$ cat config.mk
export PLATFORM = sky130hd
export DESIGN_NAME = demux_rr_dispatch
export DESIGN_NICKNAME = d
export VERILOG_FILES = /design/src/rtl/demux_pkg.sv /design/src/rtl/demux_1to4.sv /design/src/rtl/rr_pick4.sv /design/src/rtl/demux_rr_dispatch.sv
export SDC_FILE = /design/constraint.sdc
export NUM_CORES = 1
export LEC_CHECK = 0
export ABC_AREA = 1
export CORE_UTILIZATION = 50
export CTS_CLUSTER_SIZE = 8
export DETAILED_ROUTE_END_ITERATION = 6
export DONT_BUFFER_PORTS = 1
export PLACE_DENSITY = 0.75
export RECOVER_POWER = 50
export SLEW_MARGIN = 10
export SYNTH_ARGS = -nofsm -noshare
export SYNTH_HDL_FRONTEND = slang
export SYNTH_SLANG_ARGS = --single-unit
$ cat constraint.sdc
create_clock -name clk -period 5 [get_ports clk]
set_input_delay 0.75 -clock clk [delete_from_list [all_inputs] [get_ports clk]]
set_output_delay 0.75 -clock clk [all_outputs]
set_load 0.1 [all_outputs]
$ cat src/rtl/demux_pkg.sv
// Shared types and sizes for the round-robin 1-to-4 dispatch block.
package demux_pkg;
    localparam int N_DEST = 4;
    localparam int SEL_W  = 2;

    typedef enum logic {
        IDLE = 1'b0,
        HOLD = 1'b1
    } state_t;
endpackage

$ cat src/rtl/demux_1to4.sv
// Generic 1-to-4 demultiplexer: routes D to output Y[S], other outputs low.
// Purely combinational.
module demux_1to4
    import demux_pkg::*;
(
    input  logic              d,
    input  logic [SEL_W-1:0]  s,
    output logic [N_DEST-1:0] y
);
    always_comb begin
        y    = '0;
        y[s] = d;
    end
endmodule

$ cat src/rtl/rr_pick4.sv
// Rotating first-set search over a 4-bit mask, starting at 'start'.
// Purely combinational.
module rr_pick4
    import demux_pkg::*;
(
    input  logic [N_DEST-1:0] mask,
    input  logic [SEL_W-1:0]  start,
    output logic [SEL_W-1:0]  pick,
    output logic              any
);
    always_comb begin
        pick = '0;
        any  = 1'b0;
        // Walk from the farthest offset down so the nearest enabled slot wins.
        for (int i = N_DEST - 1; i >= 0; i--) begin
            if (mask[start + SEL_W'(i)]) begin
                pick = start + SEL_W'(i);
                any  = 1'b1;
            end
        end
    end
endmodule

$ cat src/rtl/demux_rr_dispatch.sv
// Single-entry dispatcher: accepts one beat, holds it for a round-robin or fixed destination.
// Accept-to-valid latency 1 cycle, 1 beat/cycle when the held beat drains in the same cycle.
// Optional per-destination delivery counters on cnt_o when DEMUX_DISPATCH_CNT_EN is defined.
module demux_rr_dispatch
    import demux_pkg::*;
#(
    parameter int DATA_W = 8,
    parameter int CNT_W  = 16
) (
    input  logic                clk,
    input  logic                rst_n,
    input  logic                in_valid,
    output logic                in_ready,
    input  logic [DATA_W-1:0]   in_data,
    input  logic                cfg_fixed,
    input  logic [SEL_W-1:0]    cfg_sel,
    input  logic [N_DEST-1:0]   en_mask,
    output logic [N_DEST-1:0]   out_valid,
    input  logic [N_DEST-1:0]   out_ready,
    output logic [DATA_W-1:0]   out_data,
    output logic [SEL_W-1:0]    sel_o,
    output logic                busy
`ifdef DEMUX_DISPATCH_CNT_EN
    ,
    output logic [N_DEST*CNT_W-1:0] cnt_o
`endif
);
    state_t              state_q, state_d;
    logic [SEL_W-1:0]    sel_q, sel_d;
    logic [SEL_W-1:0]    rr_ptr_q, rr_ptr_d;
    logic [DATA_W-1:0]   data_q, data_d;

    logic                release_w;
    logic                can_pick;
    logic                accept;
    logic [SEL_W-1:0]    rr_start;
    logic [SEL_W-1:0]    rr_pick;
    logic                rr_any;
    logic [SEL_W-1:0]    pick;

    assign busy      = (state_q == HOLD);
    assign release_w = busy & out_ready[sel_q];
    assign can_pick  = cfg_fixed ? en_mask[cfg_sel] : (|en_mask);
    assign in_ready  = can_pick & (~busy | release_w);
    assign accept    = in_valid & in_ready;
    // A draining beat advances the search origin within the same cycle.
    assign rr_start  = release_w ? (sel_q + SEL_W'(1)) : rr_ptr_q;
    assign pick      = cfg_fixed ? cfg_sel : rr_pick;

    rr_pick4 u_pick (
        .mask  (en_mask),
        .start (rr_start),
        .pick  (rr_pick),
        .any   (rr_any)
    );

    demux_1to4 u_vld (
        .d (busy),
        .s (sel_q),
        .y (out_valid)
    );

    always_comb begin
        state_d  = state_q;
        sel_d    = sel_q;
        data_d   = data_q;
        rr_ptr_d = rr_ptr_q;
        if (release_w && !cfg_fixed) begin
            rr_ptr_d = sel_q + SEL_W'(1);
        end
        if (accept) begin
            state_d = HOLD;
            sel_d   = pick;
            data_d  = in_data;
        end else if (release_w) begin
            state_d = IDLE;
        end
    end

    always_ff @(posedge clk or negedge rst_n) begin
        if (!rst_n) begin
            state_q  <= IDLE;
            sel_q    <= '0;
            rr_ptr_q <= '0;
            data_q   <= '0;
        end else begin
            state_q  <= state_d;
            sel_q    <= sel_d;
            rr_ptr_q <= rr_ptr_d;
            data_q   <= data_d;
        end
    end

    assign out_data = data_q;
    assign sel_o    = sel_q;

`ifdef DEMUX_DISPATCH_CNT_EN
    logic [CNT_W-1:0] cnt_q [N_DEST];

    always_ff @(posedge clk or negedge rst_n) begin
        if (!rst_n) begin
            for (int k = 0; k < N_DEST; k++) cnt_q[k] <= '0;
        end else if (release_w) begin
            cnt_q[sel_q] <= cnt_q[sel_q] + CNT_W'(1);
        end
    end

    for (genvar g = 0; g < N_DEST; g++) begin : g_cnt
        assign cnt_o[g*CNT_W +: CNT_W] = cnt_q[g];
    end
`endif
endmodule

==> summary.txt, run 1 <==
Drt
  – Initial DRC Count: 12
  – Via count: 838
  – Total DRC errors in the routed layout: 0
  – Detailed Route WL: 1900 microns
  – Number of antenna-violating nets in the routed design: 0
  – Vias per inst: 5.02
  – 1st-pass router iterations: 4
  – Post-DR wirelength/cell: 11.4 microns

Global routing
  – All-Layer GR Usage: 17.5%
  – Overflow left after global routing: 0
  – Global-route wire length before repair: 2730 microns
  – Via count of the first global-routing pass: 684
  – Largest net degree at the start of global routing: 14
  – Number of antenna violations at the first check in global routing: 0

Timing
  – Fmax: ~280 MHz
  – Final period utilization: a little under three quarters
  – Final max-slew violation count: 0
  – Final period demand of the worst path: 3.55 ns
  – Final setup fails: 0
  – Setup slack of the critical path after layout: 1.45 ns
  – Worst slew pin tran: 1.46 ns
  – Total Negative Setup Slacks: 0 ns
  – Clock Skew: 0.000557 ns
  – Worst slew margin relative to its limit: 2.74%
  – Final hold violations: 0
  – Unrepaired setup endpoints after global routing: no

Synth
  – Dominant synthesized flop cell: sky130_fd_sc_hd__dfrtp_1
  – Post-Synthesis Cells: 136
  – Commonest cells post-synth: 43 x sky130_fd_sc_hd__nand2_1, 17 x sky130_fd_sc_hd__inv_1, 13 x sky130_fd_sc_hd__dfrtp_1, 12 x sky130_fd_sc_hd__nand2_2, 7 x sky130_fd_sc_hd__nand3_1
  – Number of synthesized flops with an enable pin: 0
  – Most area-hungry cell type in the Yosys netlist: sky130_fd_sc_hd__dfrtp_1
  – Post-synthesis sequential element count: 13
  – Largest cells by area after synthesis: sky130_fd_sc_hd__dfrtp_1 30%, sky130_fd_sc_hd__nand2_1 15%, sky130_fd_sc_hd__nand2_2 7.0%
  – Sequential share of the synthesized area: 30.4%
  – Combined area of all synthesized cells: 0.00107 sq mm
  – Syn Nets: 162
  – Synth unique cells: 22
  – Syn. warnings: 0
  – Async SR Flop Fraction: 100%
  – Avg Cell Area, Syn: 7.86 sq um
  – Most common cell in the netlist: sky130_fd_sc_hd__nand2_1
  – Area share of the largest cell type after synthesis: a little under a third

Clocking
  – Post-cts hold buffer count: 0
  – Clk Tree Root Cell: sky130_fd_sc_hd__clkbuf_4
  – Clock transition at the register clock pins on the worst setup and hold paths after CTS: approximately 0.070 ns
  – CTS tree: yes
  – Number of buffers added by the clock tree synthesis step: 3
  – Level count of the clock H-tree: 1
  – Post-CTS setup repair buffer count: 0
  – Clock latency on the worst-skew pair: 0.27 ns
  – Cts repair resizes: 0
  – Maximum clock insertion buffer count: 2
  – Clock net sink count: 13

Placement
  – Placer's final routability congestion estimate: 0.796
  – Hpwl dp: 1580 microns
  – Post-place setup slack: just over 2 ns
  – Count of buffers from port buffering: 0

Worst setup path
  – Worst reg2reg startpoint: sel_o[1]
  – Crit-path max FO: 7
  – Crit path launch type: flip-flop
  – Top delay family on crit path: buffers and inverters
  – Logic depth of the worst register-to-register path: 9
  – Cell Chain, Critical Path: clkbuf_1, inv_1, nand3_4, nand2_1, nand2_1, o21ai_1, inv_2
  – Crit path buffers/inverters: 3
  – Required time reported for the critical path endpoint: 4.25 ns
  – Slowest CP cell: sky130_fd_sc_hd__clkbuf_1
  – Worst setup path category: flip-flop to output port
  – Slowest stage delay, CP: 1.06 ns
  – Reg2reg end: out_data[7]
  – Cell repeated most along the worst path: sky130_fd_sc_hd__nand2_1
  – Register-to-register path setup slack: around 1.7 ns
  – Sort of element at the end of the critical path: output port
  – Arrival time at the worst endpoint: between 2 and 3 ns

Final layout
  – Diode count: 0
  – Area taken by flip-flops and latches: 325 sq um
  – Filler Cell Count: 174
  – Area occupied by multi-input gates: 642 sq um
  – Area Overhead vs Synth: 4.22%
  – Final Core Density: between 50% and 60%
  – Final net count: 167
  – Fraction of final layout cells with drive strength greater than 1: approximately a quarter

Floorplanning
  – Effective utilization at floorplan: 53.9%
  – Count of boundary I/O pins: 38
  – Y dimension of the die: 48.2 microns
  – Number of cell rows: 16
  – Die Outline Area: roughly 0.0023 sq mm
  – Core region area: a little under 0.002 sq mm
  – Overall die width: 48.2 microns

Flow run
  – # Max-Cap Violations: 0

Worst hold path
  – Class of the tightest hold or removal check: input port to asynchronous set/reset pin

Status
  – Status: complete, no violations
## cell type report
class	instances	share of cell area, %
Tap cell	27	3.03
Multi-Input combinational cell	101	57.6
Timing Repair Buffer	2	1.01
Inverter	20	6.74
Clock buffer	4	2.36
Sequential cell	13	29.2
## per-stage QoR
step                      hold slack (ns)  cell area (sq um)  instances
after floorplan                     0.454               1070        136
after global placement              0.455               1090        163
after detailed placement            0.455               1090        163
after CTS                           0.158               1120        167
after global routing                0.142               1110        167
final                               0.167               1110        167
## worst register-to-register path, cell delays in order, from the launching register on
cell,delay (ns)
sky130_fd_sc_hd__dfrtp_1,0.32
sky130_fd_sc_hd__clkbuf_1,1.06
sky130_fd_sc_hd__inv_1,0.31
sky130_fd_sc_hd__nand3_4,0.23
sky130_fd_sc_hd__nand2_1,0.07
sky130_fd_sc_hd__nand2_1,0.09
sky130_fd_sc_hd__o21ai_1,0.09
sky130_fd_sc_hd__inv_2,0.37
sky130_fd_sc_hd__nand2_2,0.29
sky130_fd_sc_hd__mux2_1,0.38
## cell usage in the layout (no fill, tap or decap)
cell	n
sky130_fd_sc_hd__nand2_1	43
sky130_fd_sc_hd__inv_1	17
sky130_fd_sc_hd__dfrtp_1	13
sky130_fd_sc_hd__nand2_2	12
sky130_fd_sc_hd__nand3_1	7
sky130_fd_sc_hd__mux2_2	6
sky130_fd_sc_hd__a21oi_1	5
sky130_fd_sc_hd__o21ai_0	4
sky130_fd_sc_hd__nand2_4	4
sky130_fd_sc_hd__ha_1	4
sky130_fd_sc_hd__inv_2	3
sky130_fd_sc_hd__nand3_4	3
sky130_fd_sc_hd__nand4_1	3
sky130_fd_sc_hd__clkbuf_4	3
sky130_fd_sc_hd__nand4_2	2
sky130_fd_sc_hd__nand3_2	2
sky130_fd_sc_hd__mux2_1	2
sky130_fd_sc_hd__clkbuf_1	2
sky130_fd_sc_hd__a41oi_1	1
sky130_fd_sc_hd__o21ai_1	1
sky130_fd_sc_hd__nor2_1	1
sky130_fd_sc_hd__and2_1	1
sky130_fd_sc_hd__buf_4	1
## sequential cells by signal (all words and copies together), names as in the netlist
register  count
busy          1
out_data      8
rr_ptr_q      2
sel_o         2
## kinds of logic after synthesis
logic type,count (synthesis),share of synthesized area (%)
flip-flops,13,30.4
adder cells (fa/ha/maj),4,4.68
buffers and inverters,22,9.48
AND/OR/NAND/NOR,78,41.5
multiplexers,8,8.43
AO/OA/AOI/OAI,11,5.50
## worst max path at each step
stage	start	end	slack [ns]	depth (start not counted)
4_1_cts	sel_o[0]	in_ready	1.83	6
3_5_place_dp	sel_o[0]	out_data[7]	2.07	8
5_1_grt	sel_o[1]	in_ready	1.31	7
6_report	sel_o[1]	in_ready	1.45	7
2_1_floorplan	sel_o[0]	out_data[6]	2.24	9
3_3_place_gp	sel_o[0]	out_data[7]	2.12	8
## layer usage
metal / routed length (microns) / part of all wire (%) / track usage [%]
met3: 81 / 4.3 / 4.81
met4: 17 / 0.89 / 6.67
met5: 0 / 0 / 0
met2: 983 / 52 / 30.1
met1: 818 / 43 / 20.6
Power of run 1 is not shown: default switching activity piles up to over one toggle a cycle in this logic, so the estimate is an artifact.
==> run 2: changes to the inputs <==
==> constraint.sdc (replaced) <==
create_clock -name clk -period 3.7 [get_ports clk]
set_input_delay 0.555 -clock clk [delete_from_list [all_inputs] [get_ports clk]]
set_output_delay 0.555 -clock clk [all_outputs]
set_load 0.1 [all_outputs]
==> run 2 against run 1 <==
Effect of this change: clock skew grew 0.0034 ns; non-clock buffer count increased by 3; clock-buffer cell count is the same; setup slack got worse by 0.37 ns; cell area rose by 1.5%; routed wire length is 2.1% lower; register-to-register slack got worse by 0.34 ns; global-route usage down 0.55 points; via count rose by 0.60%.
==> summary.txt, run 2 (synthesis gave the netlist of run 1 again) <==
Status
  – Status: complete, no violations (unchanged)

Drt
  – 1st-pass router iterations: 4 (unchanged)
  – Post-DR wirelength/cell: 10.9 microns (was 11.4 microns)
  – Number of antenna-violating nets in the routed design: 0 (unchanged)
  – Detailed Route WL: 1860 microns (was 1900 microns)
  – Total DRC errors in the routed layout: 0 (unchanged)
  – Via count: 843 (was 838)
  – Vias per inst: 4.96 (was 5.02)
  – Initial DRC Count: 8 (was 12)

Global routing
  – Via count of the first global-routing pass: 743 (was 684)
  – Largest net degree at the start of global routing: 14 (unchanged)
  – All-Layer GR Usage: 16.9% (was 17.5%)
  – Global-route wire length before repair: 2770 microns (was 2730 microns)
  – Overflow left after global routing: 0 (unchanged)
  – Number of antenna violations at the first check in global routing: 0 (unchanged)

Timing
  – Unrepaired setup endpoints after global routing: no (unchanged)
  – Total Negative Setup Slacks: 0 ns (unchanged)
  – Final period demand of the worst path: 2.62 ns
  – Final max-slew violation count: 0 (unchanged)
  – Worst slew pin tran: 0.904 ns (was 1.46 ns)
  – Final period utilization: 70.9%
  – Clock Skew: 0.00400 ns (was 0.000557 ns)
  – Worst slew margin relative to its limit: 39.8% (was 2.74%)
  – Fmax: 381 MHz
  – Final hold violations: 0 (unchanged)
  – Final setup fails: 0 (unchanged)

Worst hold path
  – Class of the tightest hold or removal check: input port to flip-flop (was input port to asynchronous set/reset pin)
  – Hold Path Stages: 1

Worst setup path
  – Worst reg2reg startpoint: sel_o[0] (was sel_o[1])
  – Crit path launch type: flip-flop (unchanged)
  – Sort of element at the end of the critical path: output port (unchanged)
  – Reg2reg end: sel_o[0] (was out_data[7])
  – Crit path launch: sel_o[0] (was sel_o[1])
  – Logic depth of the worst register-to-register path: 16 (was 9)
  – Arrival time at the worst endpoint: 2.07 ns (was 2.80 ns)
  – Crit-path max FO: 7 (unchanged)
  – Register-to-register path setup slack: 1.34 ns (was 1.68 ns)
  – Worst setup path endpoint: in_ready (unchanged)
  – Worst setup path category: flip-flop to output port (unchanged)
  – Required time reported for the critical path endpoint: 3.14 ns (was 4.25 ns)

Floorplanning
  – Die Outline Area: 0.00233 sq mm (unchanged)
  – Number of cell rows: 16 (unchanged)
  – Y dimension of the die: 48.2 microns (unchanged)
  – Core region area: 0.00198 sq mm (unchanged)
  – Count of boundary I/O pins: 38 (unchanged)
  – Overall die width: 48.2 microns (unchanged)
  – Effective utilization at floorplan: 53.9% (unchanged)

Clocking
  – Number of buffers added by the clock tree synthesis step: 3 (unchanged)
  – CTS tree: yes (unchanged)
  – Clk Tree Root Cell: sky130_fd_sc_hd__clkbuf_4 (unchanged)
  – Clock net sink count: 13 (unchanged)
  – Clock transition at the register clock pins on the worst setup and hold paths after CTS: 0.06 ns (was 0.07 ns)
  – Level count of the clock H-tree: 1 (unchanged)
  – Post-CTS setup repair buffer count: 0 (unchanged)
  – Maximum clock insertion buffer count: 2 (unchanged)
  – Clock latency on the worst-skew pair: 0.26 ns (was 0.27 ns)

Final layout
  – Fraction of final layout cells with drive strength greater than 1: 26.6% (was 25.7%)
  – Non-filler cells in the finished layout: 170 (was 167)
  – Area Overhead vs Synth: 5.74% (was 4.22%)
  – Area occupied by multi-input gates: 629 sq um (was 642 sq um)
  – Commonest cells after routing, fill and taps aside: 43 x sky130_fd_sc_hd__nand2_1, 17 x sky130_fd_sc_hd__inv_1, 13 x sky130_fd_sc_hd__dfrtp_1 (unchanged)
  – Most frequent standard cell in the layout excluding fill and tap cells: sky130_fd_sc_hd__nand2_1 (unchanged)
  – Filler Cell Count: 187 (was 174)
  – Diode count: 0 (unchanged)
  – Final net count: 170 (was 167)
  – Number of flip-flops in the largest register: 8 (unchanged)
  – Area taken by flip-flops and latches: 325 sq um (unchanged)

Placement
  – Placer's final routability congestion estimate: 0.826 (was 0.796)
  – Count of buffers from port buffering: 0 (unchanged)
  – Hpwl dp: 1570 microns (was 1580 microns)
  – # placed instances: 165 (was 163)

Flow run
  – # Max-Cap Violations: 0 (unchanged)
## run 2: cell type report
class / instances / share of cell area, %
clock buffer: 4 / 2.33
inverter: 20 / 6.64
multi-input combinational: 101 / 55.7
sequential: 13 / 28.8
tap: 27 / 2.99
timing repair buffer: 5 / 3.54
## run 2: critical path, cell delays in order (launching register included)
cell	delay, ns
sky130_fd_sc_hd__dfrtp_1	0.45
sky130_fd_sc_hd__buf_4	0.35
sky130_fd_sc_hd__nand2_1	0.09
sky130_fd_sc_hd__nand3_1	0.29
sky130_fd_sc_hd__nand2_1	0.09
sky130_fd_sc_hd__nand2_1	0.10
sky130_fd_sc_hd__o21ai_1	0.09
sky130_fd_sc_hd__inv_2	0.06
sky130_fd_sc_hd__buf_4	0.28
## run 2: metrics by stage
step	setup slack [ns]	utilization (%)	instance area (sq um)	hold slack, ns
floorplan	0.942	-	1070	0.259
global placement	1.50	55.8	1110	0.260
detailed placement	1.46	55.8	1110	0.260
CTS	1.15	57.6	1140	0.413
global route	0.888	57.0	1130	0.411
finish	1.08	57.0	1130	0.424
## run 2: how the worst min path moves through the flow
stage                     slack (ns)        from           to
final                           0.42  in_data[7]  out_data[7]
after global routing            0.41  in_data[6]  out_data[6]
after CTS                       0.41  in_data[7]  out_data[7]
after detailed placement        0.26       rst_n  out_data[3]
after global placement          0.26       rst_n  out_data[2]
after floorplan                 0.26       rst_n         busy
## run 2: timing repair
item	in CTS	in global routing
setup endpoints to repair	0	0
hold endpoints to repair	13	0
hold buffers	1	0
gates resized for setup	0	0
## run 2: metal layers
layer,up-vias,track usage (%),part of all wire (%)
met1,370,19.9,43
met3,2,1.48,4.5
li1,449,-,-
met5,-,0,0
met2,22,31.5,52
met4,0,6.67,0.22
Power of run 2 is left out for the same reason.
